**config.mk**
```make
export PLATFORM = sky130hd
export DESIGN_NAME = lut_neuron_array
export DESIGN_NICKNAME = d
export VERILOG_FILES = /design/src/rtl/lut_neuron_pkg.sv /design/src/rtl/lut_neuron_ram.sv /design/src/rtl/lut_neuron_array.sv
export SDC_FILE = /design/constraint.sdc
export NUM_CORES = 1
export LEC_CHECK = 0
export BUFFER_PORTS_ARGS = -buffer_cell sky130_fd_sc_hd__buf_2
export CAP_MARGIN = 20
export CORE_MARGIN = 1
export CORE_UTILIZATION = 40
export DETAILED_ROUTE_END_ITERATION = 7
export GPL_TIMING_DRIVEN = 0
export MAX_ROUTING_LAYER = met4
export SLEW_MARGIN = 20
export SYNTH_ARGS = -nofsm -noshare
export SYNTH_HDL_FRONTEND = slang
export SYNTH_SLANG_ARGS = --single-unit
```
**constraint.sdc**
```tcl
create_clock -name clk -period 3.9 [get_ports clk]
set_clock_uncertainty 0.05 [all_clocks]
set_input_delay 0.39 -clock clk [delete_from_list [all_inputs] [get_ports clk]]
set_output_delay 0.39 -clock clk [all_outputs]
set_load 0.03 [all_outputs]
```
**src/rtl/lut_neuron_pkg.sv**
```systemverilog
// -----------------------------------------------------------------------------
// lut_neuron_pkg
//   Shared types and constants for the runtime-loadable LUT neuron array.
//   - state_e   : controller states (LOAD while tables are written, RUN while
//                 streaming inferences)
//   - cfg_w()   : width of the cfg_neuron index, never less than one bit
//   - DEF_*     : default parameter values for the array
// -----------------------------------------------------------------------------
package lut_neuron_pkg;

  localparam int DEF_NEURONS  = 4;
  localparam int DEF_IN_BITS  = 8;
  localparam int DEF_OUT_BITS = 1;

  typedef enum logic {
    LOAD = 1'b0,
    RUN  = 1'b1
  } state_e;

  // A single-neuron array still needs a one-bit index port.
  function automatic int cfg_w(input int neurons);
    return (neurons > 1) ? $clog2(neurons) : 1;
  endfunction

endpackage

```
**src/rtl/lut_neuron_ram.sv**
```systemverilog
// -----------------------------------------------------------------------------
// lut_neuron_ram
//   One neuron truth table: 2**ADDR_W entries of DATA_W bits, mapped to
//   distributed RAM. Synchronous write, asynchronous lookup read.
//   Optional macro LUT_READBACK_EN adds a second asynchronous read port used
//   for configuration readback.
//
//   clk            : clock, write on rising edge
//   we/waddr/wdata : write port
//   raddr/rdata    : lookup read port (combinational)
//   rb_addr/rb_data: readback read port (combinational, LUT_READBACK_EN only)
// -----------------------------------------------------------------------------
module lut_neuron_ram #(
  parameter int ADDR_W = 8,
  parameter int DATA_W = 1
) (
  input  logic              clk,
  input  logic              we,
  input  logic [ADDR_W-1:0] waddr,
  input  logic [DATA_W-1:0] wdata,
`ifdef LUT_READBACK_EN
  input  logic [ADDR_W-1:0] rb_addr,
  output logic [DATA_W-1:0] rb_data,
`endif
  input  logic [ADDR_W-1:0] raddr,
  output logic [DATA_W-1:0] rdata
);

  localparam int DEPTH = 1 << ADDR_W;

  (* ram_style = "distributed", rom_style = "distributed" *)
  logic [DATA_W-1:0] mem [DEPTH];

  // NOTE: the table has no reset on purpose; contents must survive rst so a
  // reset mid-stream can resume inference without reloading, and a reset
  // would also stop the array mapping onto distributed RAM.
  always_ff @(posedge clk) begin
    if (we) begin
      mem[waddr] <= wdata;
    end
  end

  assign rdata = mem[raddr];

`ifdef LUT_READBACK_EN
  assign rb_data = mem[rb_addr];
`endif

endmodule

```
**src/rtl/lut_neuron_array.sv**
```systemverilog
// -----------------------------------------------------------------------------
// lut_neuron_array
//   NEURONS truth-table neurons evaluated in parallel. Tables are loaded in
//   LOAD state through the cfg_* port, then cfg_done moves to RUN where inputs
//   stream through a single output register under valid/ready handshakes
//   (one cycle latency, one result per cycle). Only rst returns to LOAD.
//   Optional macro LUT_READBACK_EN adds cfg_re/cfg_rdata table readback.
//
//   clk, rst                 : clock, synchronous active-high reset
//   cfg_we/neuron/addr/data  : table write port (LOAD only)
//   cfg_done                 : ends loading
//   cfg_err                  : sticky error (bad index or write in RUN)
//   run                      : high in RUN
//   in_data/in_valid/in_ready: input stream, neuron n address at n*IN_BITS
//   out_data/out_valid/out_ready : output stream, neuron n at n*OUT_BITS
//   cfg_re/cfg_rdata         : readback (LUT_READBACK_EN only)
// -----------------------------------------------------------------------------
module lut_neuron_array
  import lut_neuron_pkg::*;
#(
  parameter int NEURONS  = DEF_NEURONS,
  parameter int IN_BITS  = DEF_IN_BITS,
  parameter int OUT_BITS = DEF_OUT_BITS
) (
  input  logic                         clk,
  input  logic                         rst,
  input  logic                         cfg_we,
  input  logic [cfg_w(NEURONS)-1:0]    cfg_neuron,
  input  logic [IN_BITS-1:0]           cfg_addr,
  input  logic [OUT_BITS-1:0]          cfg_data,
  input  logic                         cfg_done,
  output logic                         cfg_err,
  output logic                         run,
`ifdef LUT_READBACK_EN
  input  logic                         cfg_re,
  output logic [OUT_BITS-1:0]          cfg_rdata,
`endif
  input  logic [NEURONS*IN_BITS-1:0]   in_data,
  input  logic                         in_valid,
  output logic                         in_ready,
  output logic [NEURONS*OUT_BITS-1:0]  out_data,
  output logic                         out_valid,
  input  logic                         out_ready
);

  state_e state_q, state_d;

  logic                        cfg_err_q, cfg_err_d;
  logic                        out_valid_q, out_valid_d;
  logic [NEURONS*OUT_BITS-1:0] out_data_q, out_data_d;
  logic [NEURONS*OUT_BITS-1:0] lookup_flat;
  logic [OUT_BITS-1:0]         lookup [NEURONS];
  logic [NEURONS-1:0]          ram_we;
  logic [31:0]                 cfg_idx;
  logic                        cfg_in_range;
  logic                        loading;
  logic                        xfer;

  // Widen the index so the range test also works when NEURONS is not a
  // power of two (otherwise the port simply cannot address past the end).
  assign cfg_idx      = 32'(cfg_neuron);
  assign cfg_in_range = cfg_idx < 32'(NEURONS);

  // ---------------- FSM: state register ----------------
  // NOTE: sequential state uses non-blocking assignments so every flop
  // samples pre-edge values regardless of process evaluation order.
  always_ff @(posedge clk) begin
    if (rst) begin
      state_q <= LOAD;
    end else begin
      state_q <= state_d;
    end
  end

  // ---------------- FSM: next state ----------------
  // NOTE: every always_comb output is given a default first so no path
  // leaves it unassigned, which would infer a latch.
  always_comb begin
    state_d = state_q;
    case (state_q)
      LOAD:    if (cfg_done) state_d = RUN;
      RUN:     state_d = RUN;
      default: state_d = LOAD;
    endcase
  end

  // ---------------- FSM: outputs ----------------
  // in_ready depends only on registered state and out_ready, never in_valid.
  always_comb begin
    loading  = (state_q == LOAD);
    run      = (state_q == RUN);
    in_ready = run && (!out_valid_q || out_ready);
  end

  assign xfer = in_valid && in_ready;

  // ---------------- write decode, error flag, output register ----------------
  always_comb begin
    ram_we = '0;
    for (int n = 0; n < NEURONS; n++) begin
      ram_we[n] = loading && cfg_we && (cfg_idx == 32'(n));
    end

    cfg_err_d = cfg_err_q
              | (loading && cfg_we && !cfg_in_range)
              | (run && cfg_we);

    lookup_flat = '0;
    for (int n = 0; n < NEURONS; n++) begin
      lookup_flat[n*OUT_BITS +: OUT_BITS] = lookup[n];
    end

    // A transfer wins over a drain, so drain+transfer keeps out_valid high.
    out_data_d  = out_data_q;
    out_valid_d = out_valid_q;
    if (xfer) begin
      out_data_d  = lookup_flat;
      out_valid_d = 1'b1;
    end else if (out_ready) begin
      out_valid_d = 1'b0;
    end
  end

  always_ff @(posedge clk) begin
    if (rst) begin
      cfg_err_q   <= 1'b0;
      out_valid_q <= 1'b0;
      out_data_q  <= '0;
    end else begin
      cfg_err_q   <= cfg_err_d;
      out_valid_q <= out_valid_d;
      out_data_q  <= out_data_d;
    end
  end

  assign cfg_err   = cfg_err_q;
  assign out_valid = out_valid_q;
  assign out_data  = out_data_q;

  // ---------------- neuron tables ----------------
`ifdef LUT_READBACK_EN
  logic [OUT_BITS-1:0] rb_data [NEURONS];
`endif

  for (genvar n = 0; n < NEURONS; n++) begin : g_neuron
    lut_neuron_ram #(
      .ADDR_W (IN_BITS),
      .DATA_W (OUT_BITS)
    ) u_ram (
      .clk     (clk),
      .we      (ram_we[n]),
      .waddr   (cfg_addr),
      .wdata   (cfg_data),
`ifdef LUT_READBACK_EN
      .rb_addr (cfg_addr),
      .rb_data (rb_data[n]),
`endif
      .raddr   (in_data[n*IN_BITS +: IN_BITS]),
      .rdata   (lookup[n])
    );
  end

  // ---------------- optional readback ----------------
`ifdef LUT_READBACK_EN
  logic [OUT_BITS-1:0] cfg_rdata_q, cfg_rdata_d;

  // The read samples the table before any same-edge write, so a read
  // coinciding with a write returns the old value.
  always_comb begin
    cfg_rdata_d = cfg_rdata_q;
    if (loading && cfg_re) begin
      cfg_rdata_d = '0;
      for (int n = 0; n < NEURONS; n++) begin
        if (cfg_idx == 32'(n)) cfg_rdata_d = rb_data[n];
      end
    end
  end

  always_ff @(posedge clk) begin
    if (rst) begin
      cfg_rdata_q <= '0;
    end else begin
      cfg_rdata_q <= cfg_rdata_d;
    end
  end

  assign cfg_rdata = cfg_rdata_q;
`endif

endmodule

```
# == Word-level counts from Yosys, hierarchy flattened ==
# Memory sizes are Yosys's and may differ from the RTL's. A register that Yosys moved wholly into a read port is not among the register bits.
# Cells that the tools add are included.
# classes
bitwise_logic,3
reduce_logical,14
magnitude_cmp,1
n_mux,12
n_eq_ne,3
# op_table
cell,count
$logic_not A32 Y1,1
$mux W1,11
$logic_and A1 B1 Y1,9
$eq A2 B2 Y1 const B,2
$lt A2 B3 Y1 const B,1
$eq A2 B1 Y1 const B,1
$logic_not A1 Y1,2
$or A1 B1 Y1,2
$pmux W1 S2,1
$reduce_bool A2 Y1,1
$logic_or A1 B1 Y1,1
$not A1 Y1,1
# totals
output_inout_bits,8
memories,4
ramBits,1024
inputBits,49
register_bits,3
elab_cells,40
# memory_table
memory,words,word_bits,read_ports,rd_ports_with_merged_regs,wr,line_no,rtl
g_neuron[0].u_ram.mem,256,1,1,1,1,lut_neuron_ram.sv:32,logic [DATA_W-1:0] mem [DEPTH];
g_neuron[1].u_ram.mem,256,1,1,1,1,lut_neuron_ram.sv:32,
g_neuron[2].u_ram.mem,256,1,1,1,1,lut_neuron_ram.sv:32,
g_neuron[3].u_ram.mem,256,1,1,1,1,lut_neuron_ram.sv:32,

# == Logic depth before layout (Yosys ltp) ==
# depth
depth_word,5
depth_mapped,11
ltp_nobuf,7

# == Modules after synthesis ==
# From an unflattened synthesis, not the netlist that was laid out.
# hier_totals
hier_cells,3182
hier_area_um2,44774.2
# by_module_without_submodules
mod,area_per_inst_um2,seq_area_each_um2,instances,cells_per_inst
lut_neuron_ram,11108.2,7687.4,4,787
lut_neuron_array,341.6,140.1,1,34

# == Worst setup path before layout ==
# Ideal clock, no wire load.
# synth_timing
path_kind,input port to flip-flop
startpoint,input in_data[0]
endpoint,register out_data_q[0] (netlist: out_data[0]) (read register of g_neuron[0].u_ram.mem)
slack_ns,1.251
arrival_ns,2.482
setup_ns,0.117
stages,8
path_buffers,3
cell_sequence,buf_2 -> buf_4 -> buf_2 -> mux4_2 -> mux4_2 -> o2111ai_1 -> a21oi_1 -> a22o_1
# synth_rtl
element,line_no,rtl
start: declaration,lut_neuron_array.sv:38,"input logic [NEURONS*IN_BITS-1:0] in_data,"
end: declaration,lut_neuron_array.sv:50,"logic [NEURONS*OUT_BITS-1:0] out_data_q, out_data_d;"

==> run_results.csv <==
group,metric,value,unit
cts,cts_root_buffer,"clkbuf_16",
synthesis,synth.most_common_cell,"nor2_1",
floorplanning,die_h,338,µm
global_routing,grt_overflow_total,0,
global_routing,first_global_vias,28372,
sta,slew_violations,0,
critical_path,cp.buffers_inverters,3,
route,vias,29627,
global_routing,grt_pass1_wl,212000,µm
floorplanning,start_util,40.6,%
synthesis,ys_seq_area_share,68.4,%
floorplanning,rows,122,
synthesis,synth_cell_types,44,
synthesis,syn_inst,3196,
floorplanning,core_area,111000,µm²
critical_path,arrival,4.58,ns
synthesis,synth.area.top_cells,"edfxtp_1 68%, mux4_2 13%, nor2_1 8.8%",
placement,place_ws,-0.928,ns
power_and_ir_drop,powerDensity,463,nW/µm²
synthesis,ys_ff_latch,1031,
run_status,violations,"negative setup slack",
power_and_ir_drop,finalPower,0.0236,W
final_layout,drive_gt1_share,16.4,%
critical_path,cp-end-kind,"flip-flop",
floorplanning,ios,57,
power_and_ir_drop,p_leak,15.0,nW
hold_path,hp-class,"in -> reg",
final_layout,nFillCells,9942,
sta,period_minus_slack,4.04,ns
run_status,outcome,"complete, but fails checks",
placement,port_buffers,37,
route,drt_first_pass_iters,6,
power_and_ir_drop,switching_power,0.00557,W
cts,numCtsBuffers,107,
cts,path_clk_slew,0.06,ns
sta,rsz0062_at_grt,"false",
job,max-cap-violations,0,
synthesis,synth_warnings,0,
cts,tritoncts,"yes",
critical_path,startpoint_type,"input port",
route,drc,0,
placement,dpl.hpwl,104000,µm
synthesis,syn_area,45200,µm²
floorplanning,die_area,114000,µm²
route,drt-total-wl,153000,µm
sta,slew_headroom,13.7,%
cts,h-tree-depth,3,
power_and_ir_drop,pwr-share-seq,51.6,%
synthesis,yosys_most_used_dff,"edfxtp_1",
cts,clock_latency,0.70,ns
power_and_ir_drop,p_clk_share,41.4,%
sta,hold_viol_final,0,
critical_path,crit_family,"buffers and inverters",
power_and_ir_drop,p_sw_share,23.5,%
sta,setup_viol,1,
sta,post-route-period-util,104,%
synthesis,yosys.area.top_type,"edfxtp_1",
floorplanning,fp.dieW,338,µm
critical_path,r2r_cells,4,
synthesis,syn_area_per_cell,14.1,µm²
sta,fmax,0.248,GHz
final_layout,area_growth,13.0,%
global_routing,grt_antenna_before_repair,8,
hold_path,min_path_cells,3,
critical_path,crit_cells,7,
synthesis,synth-async-reset-ratio,0,%
global_routing,grt_max_degree,155,
power_and_ir_drop,ir_worst_vdd,0.000360,V
placement,gp_congestion,1.00,
route,drtIter0Drc,4837,
critical_path,crit_type,"in -> reg",
final_layout,fin_nets,3414,
cts,cts_sinks,1031,
critical_path,path_max_fanout,10,
critical_path,slowest_stage,"clkbuf_1",
final_layout,postLayoutCellArea,51100,µm²
synthesis,ys_top_cells_by_count,"1057 x nor2_1, 1024 x edfxtp_1, 304 x nand2_1",
sta,worst_slew_pin_slew,1.30,ns
route,ant_nets,0,
cts,clockBufferDepth,3,
route,wl_per_cell,31.0,µm
sta,finalWorstSetupSlack,-0.139,ns
power_and_ir_drop,intPower,0.0181,W
placement,place_area,47700,µm²
synthesis,synth-edff-count,1024,
critical_path,crit_required,4.44,ns
power_and_ir_drop,combPwrFrac,7.0,%
synthesis,syn_nets,3245,
global_routing,grt_util_all_layers,27.8,%
critical_path,slowest_delay,0.92,ns
route,viasPerCell,5.98,
critical_path,crit_chain,"clkbuf_1 > clkinv_2 > clkbuf_2 > mux4_2 > o21ai_0 > a31oi_1 > a22o_1",
synthesis,synth_top_area_share,68.1,%
[through the flow]
step           std cells  TNS [ns]  utilization, %  hold WS [ns]
3_3_place_gp        4721         -            42.4         0.399
4_1_cts             4944         0            45.9      0.000499
6_report            4951    -0.139            45.9        0.0259
5_1_grt             4946         0            45.9        0.0662
3_5_place_dp        4738     -1.31            42.9         0.403
2_1_floorplan       3196         0               -         0.409
[metal layers]
metal  share of wire, %  track usage, %
met5                  0               -
met1                 38            37.1
met4                4.7            11.3
met3                 12            6.24
met2                 45            41.2
[cell type report]
| class | count | area, µm² | area share [%] |
|---|---|---|---|
| flip-flops and latches | 1031 | 30900 | 60.5 |
| multi-input cells | 1920 | 13300 | 26.1 |
| clock buffers | 151 | 2950 | 5.77 |
| well taps | 1488 | 1860 | 3.65 |
| plain buffers | 237 | 1040 | 2.04 |
| repair buffers | 60 | 608 | 1.19 |
| clock inverters | 49 | 324 | 0.635 |
| inverters | 8 | 31.3 | 0.0613 |
| diodes | 7 | 17.5 | 0.0343 |
[placed cells by master (no fill, tap or decap), drive strengths merged, types with 21 or more instances in the layout]
master	count
nand2	304
clkbuf	330
nor2	1057
nand2b	21
clkinv	43
nor3	23
mux4	265
a21oi	31
edfxtp	1024
buf	112
mux2i	58
[state kept, by name, summed over array words and instances (netlist names)]
name and count:
out_valid 1, cfg_err 1, g_neuron.u_ram.mem 1024, out_data 4
run 1
[logic make-up (layout without fill, tap and decap cells)]
kind of cell | after synthesis | after routing | share of synthesized area [%]
muxes | 334 | 334 | 14.8
DFF | 1031 | 1031 | 68.4
other | 0 | 7 | 0
buffers and inverters | 245 | 505 | 2.26
and+or+nand+nor | 1455 | 1455 | 12.6
AOI/OAI and AO/OA | 131 | 131 | 2.01
[power by group through the flow]
stage                     clock network (W)  logic, W  registers, W
after global placement                    0   0.00156        0.0126
after CTS                           0.00984   0.00161        0.0122
after detailed placement                  0   0.00160        0.0124
after floorplan                           0  0.000733        0.0124
final                               0.00980   0.00166        0.0122
after global routing                 0.0102   0.00168        0.0122
[final timing paths]
kind | startpoint | slack (ns) | end
max reg2reg | run$_SDFF_PP0_ | 0.70 | g_neuron[3].u_ram.mem[176]$_DFFE_PP_
max | in_data[20] | -0.14 | out_data[2]$_SDFFE_PP0P_
min | in_data[30] | 0.03 | out_data[3]$_SDFFE_PP0P_
min reg2reg | cfg_err$_SDFF_PP0_ | 0.41 | cfg_err$_SDFF_PP0_
[worst min-delay path, delay by kind of cell]
family | cells | cell delay (ns)
buffers and inverters | 1 | 0.14
AO/OA/AOI/OAI | 2 | 0.22
[timing repair]
| item | CTS | global route |
|---|---|---|
| gates resized for setup | 1 | 0 |
| hold endpoints to repair | 19 | 0 |
| endpoints found under the setup margin | 1 | 0 |
| hold buffers | 6 | 0 |
| buffers inserted | 0 | 0 |
Note: power is estimated with default switching activity, not from simulation.
